**config.mk**
```make
export PLATFORM = sky130hd
export DESIGN_NAME = sequencer_phy_mgr_mc
export DESIGN_NICKNAME = d
export VERILOG_FILES = /design/src/rtl/sequencer_phy_mgr_mc_pkg.sv /design/src/rtl/sequencer_phy_mgr_pulse_gen.sv /design/src/rtl/sequencer_phy_mgr_mc.sv
export SDC_FILE = /design/constraint.sdc
export NUM_CORES = 1
export LEC_CHECK = 0
export ABC_AREA = 1
export ABC_CLOCK_PERIOD_IN_PS = 2550
export CAP_MARGIN = 20
export CORE_UTILIZATION = 52
export DETAILED_ROUTE_END_ITERATION = 8
export GPL_TIMING_DRIVEN = 0
export PLACE_DENSITY = 0.9
export SLEW_MARGIN = 25
export SYNTH_ARGS = -nofsm -noshare
export SYNTH_HDL_FRONTEND = slang
export SYNTH_HIERARCHICAL = 1
export SYNTH_SLANG_ARGS = --single-unit
```
**constraint.sdc**
```tcl
create_clock -name avl_clk -period 2.55 [get_ports avl_clk]
set_clock_uncertainty 0.15 [all_clocks]
set_input_delay 0.51 -clock avl_clk [delete_from_list [all_inputs] [get_ports avl_clk]]
set_output_delay 0.51 -clock avl_clk [all_outputs]
set_load 0.02 [all_outputs]
```
**src/rtl/sequencer_phy_mgr_mc_pkg.sv**
```systemverilog
// Shared types and address map for the multi-group PHY manager.
package sequencer_phy_mgr_mc_pkg;

  typedef enum logic [2:0] {
    ST_IDLE,
    ST_APPLY,
    ST_PULSE,
    ST_GAP,
    ST_DONE
  } mgr_state_e;

  typedef enum logic [1:0] {
    TGT_FR,
    TGT_HR,
    TGT_FIFO
  } pulse_tgt_e;

  localparam logic [3:0] REGION_ISSUE = 4'b0010;
  localparam logic [3:0] REGION_RFILE = 4'b0011;

  localparam logic [7:0] OFS_LAT_ALL    = 8'h00;
  localparam logic [7:0] OFS_MEM_STABLE = 8'h01;
  localparam logic [7:0] OFS_MUX_SEL    = 8'h02;
  localparam logic [7:0] OFS_CAL_STATUS = 8'h03;
  localparam logic [7:0] OFS_DEBUG      = 8'h04;
  localparam logic [7:0] OFS_OVERRIDE   = 8'h05;
  localparam logic [7:0] OFS_WLAT       = 8'h06;
  localparam logic [7:0] OFS_RLAT       = 8'h07;
  localparam logic [7:0] OFS_LAT_BASE   = 8'h08;
  localparam logic [7:0] OFS_STATUS     = 8'hF0;

  localparam logic [7:0] ISS_INC_FR   = 8'h00;
  localparam logic [7:0] ISS_INC_HR   = 8'h01;
  localparam logic [7:0] ISS_FIFO_RST = 8'h02;
  localparam logic [7:0] ISS_CLR_ERR  = 8'h03;

  localparam logic [7:0] GROUP_ALL = 8'hFF;

  // A repeat count of zero still issues one pulse.
  function automatic logic [7:0] eff_count(input logic [7:0] n);
    return (n == 8'd0) ? 8'd1 : n;
  endfunction

endpackage

```
**src/rtl/sequencer_phy_mgr_pulse_gen.sv**
```systemverilog
// Emits count single-cycle copies of mask, separated by gap idle cycles,
// with a done strobe coinciding with the final pulse.
module sequencer_phy_mgr_pulse_gen
  import sequencer_phy_mgr_mc_pkg::*;
#(
  parameter int NUM_GROUPS = 8,
  parameter int GAP_WIDTH  = 2
) (
  input  logic                  avl_clk,
  input  logic                  avl_reset_n,
  input  logic                  start,
  input  logic [NUM_GROUPS-1:0] mask,
  input  logic [7:0]            count,
  input  logic [GAP_WIDTH-1:0]  gap,
  output logic [NUM_GROUPS-1:0] pulse,
  output logic                  done,
  output logic                  gap_end
);

  logic                  pulsing_q;
  logic                  gapping_q;
  logic [NUM_GROUPS-1:0] mask_q;
  logic [7:0]            remaining_q;
  logic [GAP_WIDTH-1:0]  gap_cnt_q;

  assign pulse   = pulsing_q ? mask_q : '0;
  assign done    = pulsing_q && (remaining_q == 8'd1);
  // A zero gap is treated as one so the engine can never stall in the gap.
  assign gap_end = gapping_q && (gap_cnt_q <= GAP_WIDTH'(1));

  always_ff @(posedge avl_clk) begin
    if (!avl_reset_n) begin
      pulsing_q   <= 1'b0;
      gapping_q   <= 1'b0;
      mask_q      <= '0;
      remaining_q <= '0;
      gap_cnt_q   <= '0;
    end else if (start) begin
      pulsing_q   <= 1'b1;
      gapping_q   <= 1'b0;
      mask_q      <= mask;
      remaining_q <= eff_count(count);
    end else if (pulsing_q) begin
      pulsing_q   <= 1'b0;
      remaining_q <= remaining_q - 8'd1;
      if (remaining_q != 8'd1) begin
        gapping_q <= 1'b1;
        gap_cnt_q <= gap;
      end
    end else if (gapping_q) begin
      if (gap_end) begin
        gapping_q <= 1'b0;
        pulsing_q <= 1'b1;
      end else begin
        gap_cnt_q <= gap_cnt_q - GAP_WIDTH'(1);
      end
    end
  end

endmodule

```
**src/rtl/sequencer_phy_mgr_mc.sv**
```systemverilog
// Multi-group PHY manager: Avalon-MM register file plus VFIFO/FIFO command issue.
//   state    | meaning
//   IDLE     | waiting for a selected read or write
//   APPLY    | register file written; PHY outputs load on the exit edge
//   PULSE    | current command mask driven for one cycle
//   GAP      | idle spacing between successive pulses
//   DONE     | waitrequest released; hold until the master drops the request
module sequencer_phy_mgr_mc
  import sequencer_phy_mgr_mc_pkg::*;
#(
  parameter int AVL_DATA_WIDTH = 32,
  parameter int AVL_ADDR_WIDTH = 16,
  parameter int NUM_GROUPS     = 8,
  parameter int LAT_WIDTH      = 5,
  parameter int WLAT_WIDTH     = 6,
  parameter int RLAT_WIDTH     = 6,
  parameter int DEBUG_WIDTH    = 32,
  parameter int PULSE_GAP      = 2
) (
  input  logic                            avl_clk,
  input  logic                            avl_reset_n,
  input  logic [AVL_ADDR_WIDTH-1:0]       avl_address,
  input  logic                            avl_write,
  input  logic [AVL_DATA_WIDTH-1:0]       avl_writedata,
  input  logic                            avl_read,
  output logic [AVL_DATA_WIDTH-1:0]       avl_readdata,
  output logic                            avl_waitrequest,
  output logic [NUM_GROUPS*LAT_WIDTH-1:0] phy_read_latency_counter,
  output logic [NUM_GROUPS-1:0]           phy_read_increment_vfifo_fr,
  output logic [NUM_GROUPS-1:0]           phy_read_increment_vfifo_hr,
  output logic [NUM_GROUPS-1:0]           phy_read_fifo_reset,
  output logic                            phy_reset_mem_stable,
  output logic                            phy_mux_sel,
  output logic                            phy_cal_success,
  output logic                            phy_cal_fail,
  output logic [DEBUG_WIDTH-1:0]          phy_cal_debug_info,
  output logic [NUM_GROUPS-1:0]           phy_vfifo_rd_en_override,
  output logic [WLAT_WIDTH-1:0]           phy_afi_wlat,
  output logic [RLAT_WIDTH-1:0]           phy_afi_rlat
);

  localparam int GAP_WIDTH = (PULSE_GAP < 2) ? 1 : $clog2(PULSE_GAP + 1);

  mgr_state_e state_q, state_d;
  pulse_tgt_e tgt_q;

  logic [3:0] region;
  logic [7:0] ofs;
  logic       sel_issue, sel_rfile, sel;

  logic [LAT_WIDTH-1:0]   lat_q [NUM_GROUPS];
  logic                   mem_stable_q, mux_sel_q, cal_success_q, cal_fail_q;
  logic [DEBUG_WIDTH-1:0] debug_q;
  logic [NUM_GROUPS-1:0]  override_q;
  logic [WLAT_WIDTH-1:0]  wlat_q;
  logic [RLAT_WIDTH-1:0]  rlat_q;
  logic                   err_q;

  logic [AVL_DATA_WIDTH-1:0] rd_d, rd_q;
  logic                      rf_we, iss_we, rd_cap;

  logic [7:0]            iss_grp, iss_cnt, pg_count;
  logic                  grp_all, grp_ok, iss_pulse_cmd, iss_start, iss_bad;
  logic [NUM_GROUPS-1:0] iss_mask, pg_pulse;
  logic                  pg_done, pg_gap_end;
  logic                  unused_ok;

  assign region    = avl_address[AVL_ADDR_WIDTH-1 -: 4];
  assign ofs       = avl_address[7:0];
  assign sel_issue = (region == REGION_ISSUE);
  assign sel_rfile = (region == REGION_RFILE);
  assign sel       = (sel_issue || sel_rfile) && (avl_read || avl_write);
  assign unused_ok = ^{avl_address, avl_writedata};

  // Write wins over a simultaneous read.
  assign rf_we  = (state_q == ST_IDLE) && sel_rfile && avl_write;
  assign iss_we = (state_q == ST_IDLE) && sel_issue && avl_write;
  assign rd_cap = (state_q == ST_IDLE) && sel && !avl_write;

  assign iss_grp       = avl_writedata[7:0];
  assign iss_cnt       = avl_writedata[15:8];
  assign grp_all       = (iss_grp == GROUP_ALL);
  assign grp_ok        = grp_all || (int'(iss_grp) < NUM_GROUPS);
  assign iss_pulse_cmd = (ofs == ISS_INC_FR) || (ofs == ISS_INC_HR) || (ofs == ISS_FIFO_RST);
  assign iss_start     = iss_we && iss_pulse_cmd && grp_ok;
  assign iss_bad       = iss_we && iss_pulse_cmd && !grp_ok;
  assign pg_count      = (ofs == ISS_FIFO_RST) ? 8'd1 : iss_cnt;

  always_comb begin
    iss_mask = '0;
    for (int g = 0; g < NUM_GROUPS; g++) begin
      iss_mask[g] = grp_all || (int'(iss_grp) == g);
    end
  end

  always_ff @(posedge avl_clk) begin
    if (!avl_reset_n) begin
      for (int g = 0; g < NUM_GROUPS; g++) lat_q[g] <= '0;
      mem_stable_q  <= 1'b0;
      mux_sel_q     <= 1'b1;
      cal_success_q <= 1'b0;
      cal_fail_q    <= 1'b0;
      debug_q       <= '0;
      override_q    <= '0;
      wlat_q        <= '0;
      rlat_q        <= '0;
      err_q         <= 1'b0;
    end else begin
      if (rf_we) begin
        case (ofs)
          OFS_LAT_ALL: begin
            for (int g = 0; g < NUM_GROUPS; g++) lat_q[g] <= avl_writedata[LAT_WIDTH-1:0];
          end
          OFS_MEM_STABLE: mem_stable_q <= avl_writedata[0];
          OFS_MUX_SEL:    mux_sel_q    <= avl_writedata[0];
          OFS_CAL_STATUS: begin
            cal_success_q <= avl_writedata[0];
            cal_fail_q    <= avl_writedata[1];
          end
          OFS_DEBUG:    debug_q    <= avl_writedata[DEBUG_WIDTH-1:0];
          OFS_OVERRIDE: override_q <= NUM_GROUPS'(avl_writedata);
          OFS_WLAT:     wlat_q     <= avl_writedata[WLAT_WIDTH-1:0];
          OFS_RLAT:     rlat_q     <= avl_writedata[RLAT_WIDTH-1:0];
          default: begin
            for (int g = 0; g < NUM_GROUPS; g++) begin
              if ((int'(ofs) == int'(OFS_LAT_BASE) + g) && (ofs != OFS_STATUS))
                lat_q[g] <= avl_writedata[LAT_WIDTH-1:0];
            end
          end
        endcase
      end
      if (iss_bad) err_q <= 1'b1;
      else if (iss_we && (ofs == ISS_CLR_ERR)) err_q <= 1'b0;
    end
  end

  // PHY-facing copies lag the register file by one edge.
  always_ff @(posedge avl_clk) begin
    if (!avl_reset_n) begin
      phy_read_latency_counter <= '0;
      phy_reset_mem_stable     <= 1'b0;
      phy_mux_sel              <= 1'b1;
      phy_cal_success          <= 1'b0;
      phy_cal_fail             <= 1'b0;
      phy_cal_debug_info       <= '0;
      phy_vfifo_rd_en_override <= '0;
      phy_afi_wlat             <= '0;
      phy_afi_rlat             <= '0;
    end else if (state_q == ST_APPLY) begin
      for (int g = 0; g < NUM_GROUPS; g++)
        phy_read_latency_counter[g*LAT_WIDTH +: LAT_WIDTH] <= lat_q[g];
      phy_reset_mem_stable     <= mem_stable_q;
      phy_mux_sel              <= mux_sel_q;
      phy_cal_success          <= cal_success_q;
      phy_cal_fail             <= cal_fail_q;
      phy_cal_debug_info       <= debug_q;
      phy_vfifo_rd_en_override <= override_q;
      phy_afi_wlat             <= wlat_q;
      phy_afi_rlat             <= rlat_q;
    end
  end

  always_comb begin
    rd_d = '0;
    if (sel_issue) begin
      case (ofs)
        8'h00:   rd_d = AVL_DATA_WIDTH'(NUM_GROUPS);
        8'h01:   rd_d = AVL_DATA_WIDTH'(LAT_WIDTH);
        8'h02:   rd_d = AVL_DATA_WIDTH'(WLAT_WIDTH);
        8'h03:   rd_d = AVL_DATA_WIDTH'(RLAT_WIDTH);
        default: rd_d = '0;
      endcase
    end else if (sel_rfile) begin
      case (ofs)
        OFS_LAT_ALL:    rd_d = AVL_DATA_WIDTH'(lat_q[0]);
        OFS_MEM_STABLE: rd_d = AVL_DATA_WIDTH'(mem_stable_q);
        OFS_MUX_SEL:    rd_d = AVL_DATA_WIDTH'(mux_sel_q);
        OFS_CAL_STATUS: rd_d = AVL_DATA_WIDTH'({cal_fail_q, cal_success_q});
        OFS_DEBUG:      rd_d = AVL_DATA_WIDTH'(debug_q);
        OFS_OVERRIDE:   rd_d = AVL_DATA_WIDTH'(override_q);
        OFS_WLAT:       rd_d = AVL_DATA_WIDTH'(wlat_q);
        OFS_RLAT:       rd_d = AVL_DATA_WIDTH'(rlat_q);
        OFS_STATUS:     rd_d = AVL_DATA_WIDTH'(err_q);
        default: begin
          for (int g = 0; g < NUM_GROUPS; g++) begin
            if (int'(ofs) == int'(OFS_LAT_BASE) + g) rd_d = AVL_DATA_WIDTH'(lat_q[g]);
          end
        end
      endcase
    end
  end

  always_ff @(posedge avl_clk) begin
    if (!avl_reset_n) begin
      rd_q    <= '0;
      tgt_q   <= TGT_FR;
      state_q <= ST_IDLE;
    end else begin
      if (rd_cap) rd_q <= rd_d;
      if (iss_start) begin
        case (ofs)
          ISS_INC_FR: tgt_q <= TGT_FR;
          ISS_INC_HR: tgt_q <= TGT_HR;
          default:    tgt_q <= TGT_FIFO;
        endcase
      end
      state_q <= state_d;
    end
  end

  always_comb begin
    state_d = state_q;
    case (state_q)
      ST_IDLE: begin
        if (sel && avl_write) begin
          if (sel_rfile)      state_d = ST_APPLY;
          else if (iss_start) state_d = ST_PULSE;
          else                state_d = ST_DONE;
        end else if (sel) begin
          state_d = ST_DONE;
        end
      end
      ST_APPLY: state_d = ST_DONE;
      ST_PULSE: state_d = pg_done ? ST_DONE : ST_GAP;
      ST_GAP:   state_d = pg_gap_end ? ST_PULSE : ST_GAP;
      ST_DONE:  if (!sel) state_d = ST_IDLE;
      default:  state_d = ST_IDLE;
    endcase
  end

  sequencer_phy_mgr_pulse_gen #(
    .NUM_GROUPS (NUM_GROUPS),
    .GAP_WIDTH  (GAP_WIDTH)
  ) u_pulse_gen (
    .avl_clk     (avl_clk),
    .avl_reset_n (avl_reset_n),
    .start       (iss_start),
    .mask        (iss_mask),
    .count       (pg_count),
    .gap         (GAP_WIDTH'(PULSE_GAP)),
    .pulse       (pg_pulse),
    .done        (pg_done),
    .gap_end     (pg_gap_end)
  );

  assign phy_read_increment_vfifo_fr = (tgt_q == TGT_FR)   ? pg_pulse : '0;
  assign phy_read_increment_vfifo_hr = (tgt_q == TGT_HR)   ? pg_pulse : '0;
  assign phy_read_fifo_reset         = (tgt_q == TGT_FIFO) ? pg_pulse : '0;

  assign avl_waitrequest = sel && (state_q != ST_DONE);
  assign avl_readdata    = (sel && avl_read) ? rd_q : '0;

endmodule

```
Yosys cells after proc, flatten, opt, wreduce, memory -nomap -nowiden
Memories as Yosys holds them, arrays and structs flattened.
Cells that the tools add are included.
{"block": "op_classes", "n_mux": 105, "eq_ne": 40, "reduce_logical": 59, "shifts": 0, "magnitude_cmp": 2, "div": 0, "n_bitwise": 18, "n_addsub": 2, "mul": 0}
{"operator": "2-to-1 mux 32 bit", "count": 10}
{"operator": "case mux 32 bit (9 select lines)", "count": 1}
{"operator": "2-to-1 mux 5 bit", "count": 17}
{"operator": "equality test 8 x 5 -> 1 bit (second input constant)", "count": 8}
{"operator": "2-to-1 mux 8 bit", "count": 8}
{"operator": "2-to-1 mux 1 bit", "count": 56}
{"operator": "equality test 8 x 3 -> 1 bit (second input constant)", "count": 6}
{"operator": "equality test 8 x 4 -> 1 bit (second input constant)", "count": 4}
{"operator": "equality test 8 x 2 -> 1 bit (second input constant)", "count": 3}
{"operator": "logical AND 1 bit", "count": 24}
{"operator": "zero test 8 bit", "count": 3}
{"operator": "2-to-1 mux 3 bit", "count": 6}
{"operator": "equality test 8 x 1 -> 1 bit (second input constant)", "count": 2}
{"operator": "equality test 8 bit (second input constant)", "count": 2}
{"operator": "bitwise OR 1 bit", "count": 16}
{"operator": "AND reduction 2 bit", "count": 8}
{"operator": "case mux 3 bit (5 select lines)", "count": 1}
{"operator": "logical OR 1 bit", "count": 13}
{"operator": "case mux 4 bit (3 select lines)", "count": 1}
{"operator": "equality test 4 x 2 -> 1 bit (second input constant)", "count": 2}
{"operator": "< comparator 8 x 4 -> 1 bit (second input constant)", "count": 1}
{"operator": "2-to-1 mux 2 bit", "count": 4}
{"operator": "!= test 8 x 1 -> 1 bit (second input constant)", "count": 1}
{"operator": "!= test 8 bit (second input constant)", "count": 1}
{"operator": "other kinds (21)", "count": 28}
{"block": "totals", "ram_bits": 40, "latchBits": 0, "romBits": 0, "regBits": 210, "memories": 1, "inputBits": 52, "elab_cells": 253, "output_inout_bits": 153}
{"memory": "lat_q", "words": 8, "word_bits": 5, "read_ports": 8, "rd_clocked_by_memory_dff": 0, "write_ports": 8, "line": "sequencer_phy_mgr_mc.sv:51", "text": "logic [LAT_WIDTH-1:0] lat_q [NUM_GROUPS];"}

Logic depth before layout (Yosys ltp)
Gate-level depths: netlist (run 1).
{"block": "logic_depth", "depth_word": 12, "depth_mapped": 14}

Modules after synthesis
Netlist (run 1), hierarchy kept.
{"mod": "sequencer_phy_mgr_mc", "area_each_um2": 9559.2, "n_inst": 1, "cells_each": 1280, "seq_area_each_um2": 5004.8}
{"mod": "sequencer_phy_mgr_pulse_gen", "area_each_um2": 1162.4, "n_inst": 1, "cells_each": 171, "seq_area_each_um2": 400.4}

Least setup slack after synthesis (run 1)
Ideal clock, no wire load.
{"block": "synth_timing", "kind": "input -> register", "startpoint": "in avl_address[4]", "endpoint": "mem lat_q[7][0], in the netlist lat_q[1][15] (enable)", "required_time_ns": 2.026, "n_path_buf": 1, "setup_ns": 0.374, "arrival_time_ns": 1.781, "path_slack_ns": 0.245, "cell_stages": 6, "cell_sequence": "nor2_1 nand2_1 nor2_1 clkbuf_1 nand2_1 o21ai_0"}
{"element": "start: declaration", "line": "sequencer_phy_mgr_mc.sv:22", "text": "input logic [AVL_ADDR_WIDTH-1:0] avl_address,"}
{"element": "end: declaration", "line": "sequencer_phy_mgr_mc.sv:51"}

==> results of run 1 <==
power groups by stage:
stage                     logic [uW]  clock network, uW  registers [uW]
after global placement           391                  0            4170
after detailed placement         398                  0            4170
after floorplan                  165                  0            4180
final                            431               3730            4090
after CTS                        411               3720            4090
after global routing             454               3880            4090
registers in the layout (all words and copies together), names as in the netlist, 8 cells and up:
name and cells:
rd_q 32, phy_cal_debug_info 32, u_pulse_gen/remaining_q 8, lat_q 40, u_pulse_gen/mask_q 8, override_q 8
phy_read_latency_counter 40, debug_q 32, phy_vfifo_rd_en_override 8
cells by family (layout without fill, tap and decap cells):
group,Yosys count,after routing,share of synthesized area
other,2,3,0.0007005
AOI/OAI and AO/OA,292,292,0.1456
and+or+nand+nor,680,680,0.2618
buffers and inverters,222,474,0.08250
adders and majority gates,3,3,0.003501
xor gates and xnor gates,1,1,0.0008170
DFF,250,250,0.5041
muxes,1,1,0.0009336
routing by layer:
| layer | part of all wire | global-route usage | up-vias |
|---|---|---|---|
| met5 | 0 | 0 | - |
| met4 | 0.046 | 0.1526 | 0 |
| met3 | 0.097 | 0.04796 | 119 |
| met2 | 0.46 | 0.5084 | 644 |
| met1 | 0.40 | 0.4023 | 5069 |
| li1 | - | - | 5156 |
path summary, 6_finish.rpt:
check                                             start                          to  slack, ns  depth (start not counted)
worst max register to register  state_q[0]$_SDFFE_PN0P_  lat_q[0][14]$_SDFFCE_PN0P_       0.16                          8
worst min register to register    rd_q[26]$_SDFFE_PN0P_       rd_q[26]$_SDFFE_PN0P_       0.32                          2
worst min-delay path              rd_q[26]$_SDFFE_PN0P_       rd_q[26]$_SDFFE_PN0P_       0.32                          2
worst max-delay path                        avl_reset_n  lat_q[0][14]$_SDFFCE_PN0P_      -0.01                          4
cell type report:
type / count / area [sq um]
Fill cell: 1570 / 6243
Sequential cell: 250 / 5405
Multi-Input combinational cell: 979 / 4567
Timing Repair Buffer: 208 / 1923
Clock buffer: 37 / 742.0
Inverter: 149 / 569.3
Buffer: 73 / 357.8
Tap cell: 270 / 337.8
Clock inverter: 7 / 86.33
Antenna cell: 1 / 2.502
worst max-delay path, cell delays in order:
cell and delay [ns]:
clkdlybuf4s50_1 0.83, clkbuf_1 0.60, nand4_1 0.44, nand2_2 0.24
per-stage QoR:
stage          hold WS, ns  utilization  instance area, sq um
5_1_grt             0.3331       0.6914                 13990
3_5_place_dp        0.3055       0.6455                 13060
4_1_cts             0.3158       0.6822                 13800
2_1_floorplan       0.2894            -                 10720
3_3_place_gp        0.2986       0.6455                 13060
6_report            0.3156       0.6914                 13990
timing repair:
action	4_1_cts	5_1_grt
endpoints found under the setup margin	146	148
pin swaps	1	3
resized for setup	179	64
setup buffers	2	6
synth_stat cells, types with 4 or more instances:
master and n:
nand2_1 185, nor3_1 5, buf_2 14, inv_1 134, clkinv_1 4, a31oi_1 7
a22oi_1 4, edfxtp_1 40, inv_2 9, o21ai_0 164, nand4_1 15, nor2_1 379
a21oi_1 89, nand3_1 72, nor2_2 6, dfxtp_1 210, a211oi_1 21, clkbuf_1 50
==> flow_summary.yaml, run 1 <==
synth:
  synthFlopType: "dfxtp_1"
  avgSynthCellArea_sq_um: 7.389
  synth_top_area_share: 0.3921
  yosysSeqAreaShare: 0.5041
  synth-seq-cells: 250
  ys_warn_count: 6
  synth_edf_count: 40
  async_reset_ff_frac: 0
  syn_area_sq_um: 10720
  synth_area_leaders: "dfxtp_1 (39%), nor2_1 (13%), edfxtp_1 (11%)"
  yosys.cell_types.count: 44
  synth.net_count: 1506
  synth_top_area_cell: "dfxtp_1"
  syn_inst: 1451
drt:
  wl_per_cell_um: 17.28
  drt-pass1-iter-count: 5
  antenna_left: 0
  vias: 10990
  drt_iter0_drc: 1090
  drc_errors: 0
  drt-total-wl_um: 34110
  routed_via_density: 5.566
setup_path:
  critical_path.max_fanout: 10
  crit_path_end_kind: "register"
  critPathArrivalTime_ns: 2.63
  crit_path_start_kind: "primary input"
  crit_type: "primary input to register"
  worstPathRequired_ns: 2.62
pwr:
  vdd_drop_max_v: 0.0003888
  power_uw: 8251
  p_seq_frac: 0.495
  power_frac_comb: 0.052
  switching_share: 0.2231
  clkPwrFrac: 0.452
  p_switching_uw: 1841
  p_leak_uw: 0.006062
  internal_power_uw: 6410
  powerDensity_nw_per_um2: 589.8
placement:
  gp_congestion: 0.9887
  dpl.hpwl_um: 24510
  port_buffers: 200
  placed_cells: 1921
  pre_cts_ws_ns: -0.8394
clock_tree:
  cts-root-buf: "clkbuf_16"
  clock-sinks: 250
  cts_tree: "built"
  cts_hold_buf: 0
  clockBufferDepth: 3
  clkSlewWorstSetupHoldPaths_ns: 0.06
  clk_latency_ns: 0.52
  htreeDepth: 1
  cts_made_buffers: 24
timing:
  grt_setup_unrepaired: "true"
  fin_crit_ns: 2.563
  finalSetupTns_ns: -0.06714
  finalCritPeriodShare: 1.005
  setup_slack_ns: -0.01348
  final_hold_viol_count: 0
  setup_viol: 5
  maxSlewHeadroom: 0.4528
  fmax_ghz: 0.3901
  timing.final.max_slew_violations: 0
  tightest_slew_ns: 0.8146
final_layout:
  final_cells: 1974
  syn_to_final_growth_pct: 30.49
  final_common_cell: "nor2_1"
  drive_gt1_frac: 0.1010
  layout.nets: 1740
  final_cell_mix: "nor2_1 (359), dfxtp_1 (210), nand2_1 (176)"
die:
  die_w_um: 145.6
  row_count: 52
  die_y_um: 145.6
  io_pins: 205
  start_util: 0.5299
  die_area_sq_um: 21200
  core-area_sq_um: 20230
global_routing:
  grt_pass1_vias: 10480
  grt_pass1_wl_um: 53120
  grt-ovfl-total: 0
  grt_max_degree: 15
  track_usage: 0.3107
  antenna_found_initial: 1
run_status:
  status: "finished, violations left"
  violations: "setup timing"
min_path:
  hp-class: "register to register"
flow_run:
  drv_cap: 0
Power figures use the tool's default switching activity.
==> inputs of run 2 (changes only) <==
--- a/config.mk
+++ b/config.mk
@@ -6,7 +6,7 @@
 export NUM_CORES = 1
 export LEC_CHECK = 0
 export ABC_AREA = 1
-export ABC_CLOCK_PERIOD_IN_PS = 2550
+export ABC_CLOCK_PERIOD_IN_PS = 2800
 export CAP_MARGIN = 20
 export CORE_UTILIZATION = 52
 export DETAILED_ROUTE_END_ITERATION = 8
==> constraint.sdc (replaced) <==
create_clock -name avl_clk -period 2.8 [get_ports avl_clk]
set_clock_uncertainty 0.15 [all_clocks]
set_input_delay 0.56 -clock avl_clk [delete_from_list [all_inputs] [get_ports avl_clk]]
set_output_delay 0.56 -clock avl_clk [all_outputs]
set_load 0.02 [all_outputs]
==> run 2 against run 1 <==
- the flow now finishes without violations
- cell area fell by 0.87%
- die area did not move
- combinational power fell by 11%
- wire length fell by 0.63%
- non-clock buffer count fell by 5
- sequential power fell by 9.0%
- sequential share of layout area rose by 0.34 points
- hold slack got worse by 0.00057 ns
- critical path type is now register to output pin
- via count fell by 0.98%
- critical path depth rose by 3
- cell count fell by 0.25%
==> flow_summary.yaml, run 2 (synthesis gave the netlist of run 1 again) <==
run_status:
  status: "finished clean"
global_routing:
  grt_pass1_wl_um: 53100
  antenna_found_initial: 1
  track_usage: 0.3107
  grt-ovfl-total: 0
  grt_max_degree: 15
  grt_pass1_vias: 10450
drt:
  drt_iter0_drc: 1095
  drc_errors: 0
  antenna_left: 0
  drt-pass1-iter-count: 6
  routed_via_density: 5.526
  drt-total-wl_um: 33890
  vias: 10880
  wl_per_cell_um: 17.21
die:
  die_y_um: 145.6
  die_w_um: 145.6
  row_count: 52
  start_util: 0.5299
  core-area_sq_um: 20230
  io_pins: 205
  die_area_sq_um: 21200
min_path:
  hp-class: "register to register"
timing:
  setup_viol: 0
  final_hold_viol_count: 0
  finalSetupTns_ns: 0
  timing.final.max_slew_violations: 0
  tightest_slew_ns: 0.7940
  fmax_ghz: 0.3668
  finalCritPeriodShare: 0.9738
  fin_crit_ns: 2.727
  setup_slack_ns: 0.07337
  maxSlewHeadroom: 0.4666
final_layout:
  syn_to_final_growth_pct: 29.36
  final_cell_mix: "nor2_1 (372), dfxtp_1 (210), nand2_1 (180)"
  final_common_cell: "nor2_1"
  reg_top3: "lat_q (40), phy_read_latency_counter (40)"
  drive_gt1_frac: 0.08481
  layout.nets: 1735
  n_fill_cell: 1584
setup_path:
  reg2reg_to: "phy_read_latency_counter[34]$_SDFFE_PN0P_"
  startpoint: "u_pulse_gen/pulsing_q$_SDFF_PN0_"
  r2r_slack_ns: 0.36
  cp-endpoint: "phy_read_increment_vfifo_fr[6]"
  worstPathRequired_ns: 2.09
  crit_path_start_kind: "register"
  timing.rr.start: "state_q[0]$_SDFFE_PN0P_"
  crit_type: "register to output pin"
  rr_worst_depth: 7
  critical_path.max_fanout: 10
  critPathArrivalTime_ns: 2.02
  crit_path_end_kind: "output pin"
pwr:
  p_seq_frac: 0.496
  p_switching_uw: 1676
  internal_power_uw: 5834
  clkPwrFrac: 0.453
  switching_share: 0.2232
  power_frac_comb: 0.051
  powerDensity_nw_per_um2: 541.5
  power_uw: 7510
  vdd_drop_max_v: 0.0003603
  p_leak_uw: 0.006215
clock_tree:
  cts_tree: "built"
  clockBufferDepth: 3
  cts-root-buf: "clkbuf_16"
  clock-sinks: 250
  clkSlewWorstSetupHoldPaths_ns: 0.06
  cts_made_buffers: 24
  htreeDepth: 1
  cts_hold_buf: 0
  clk_latency_ns: 0.53
placement:
  port_buffers: 200
  pre_cts_ws_ns: -0.6894
  dpl.hpwl_um: 24510
  gp_congestion: 0.9887
flow_run:
  drv_cap: 0
## run 2: how the worst min path moves through the flow
| stage | from | end | slack (ns) | cells after the start |
|---|---|---|---|---|
| after detailed placement | rd_q[9]$_SDFFE_PN0P_ | rd_q[9]$_SDFFE_PN0P_ | 0.31 | 2 |
| final | rd_q[26]$_SDFFE_PN0P_ | rd_q[26]$_SDFFE_PN0P_ | 0.32 | 2 |
| after global routing | rd_q[27]$_SDFFE_PN0P_ | rd_q[27]$_SDFFE_PN0P_ | 0.33 | 2 |
| after global placement | phy_mux_sel$_SDFFE_PN1P_ | phy_mux_sel$_SDFFE_PN1P_ | 0.30 | 2 |
| after CTS | rd_q[26]$_SDFFE_PN0P_ | rd_q[26]$_SDFFE_PN0P_ | 0.32 | 2 |
| after floorplan | override_q[1]$_SDFFE_PN0P_ | phy_vfifo_rd_en_override[1]$_SDFFE_PN0P_ | 0.29 | 2 |
## run 2: timing repair
item                                    4_1_cts  5_1_grt
pin swaps                                     0        2
endpoints found under the setup margin       56      129
buffers inserted                              0        3
resized for setup                            91       71
## run 2: critical path, cell delays in order, from the launching register on
cell,delay [ns]
dfxtp_1,0.32
buf_6,0.14
buf_6,0.15
nand2_1,0.07
inv_1,0.05
inv_1,0.06
nor2_1,0.10
clkdlybuf4s50_1,0.61
## run 2: routing by layer
| layer | GRT usage | up-vias | wire length, um |
|---|---|---|---|
| li1 | - | 5150 | - |
| met1 | 0.4053 | 4990 | 13560 |
| met2 | 0.5084 | 628 | 15560 |
| met3 | 0.04326 | 112 | 3248 |
| met4 | 0.1526 | 0 | 1526 |
| met5 | 0 | - | 0 |
## run 2: stage by stage
stage / utilization / instance area, sq um / hold slack (ns) / std cells
2_1_floorplan: - / 10720 / 0.2894 / 1451
3_3_place_gp: 0.6455 / 13060 / 0.2986 / 1921
3_5_place_dp: 0.6455 / 13060 / 0.3055 / 1921
4_1_cts: 0.6879 / 13920 / 0.3158 / 1965
5_1_grt: 0.6854 / 13870 / 0.3331 / 1969
6_report: 0.6854 / 13870 / 0.3151 / 1969
## run 2: power by group through the flow
| stage | logic, uW | clock network, uW | registers, uW |
|---|---|---|---|
| floorplan | 150 | 0 | 3810 |
| global placement | 356 | 0 | 3800 |
| detailed placement | 363 | 0 | 3800 |
| CTS | 369 | 3390 | 3720 |
| global route | 405 | 3530 | 3720 |
| finish | 383 | 3400 | 3720 |
## run 2: layout make-up
type / count / area, sq um / share of cell area
Sequential cell: 250 / 5405 / 0.3897
Antenna cell: 1 / 2.502 / 0.0001804
Clock inverter: 7 / 86.33 / 0.006225
Inverter: 149 / 566.8 / 0.04087
Multi-Input combinational cell: 979 / 4479 / 0.3230
Tap cell: 270 / 337.8 / 0.02436
Timing Repair Buffer: 203 / 1913 / 0.1379
Clock buffer: 37 / 742.0 / 0.05350
Buffer: 73 / 336.6 / 0.02427
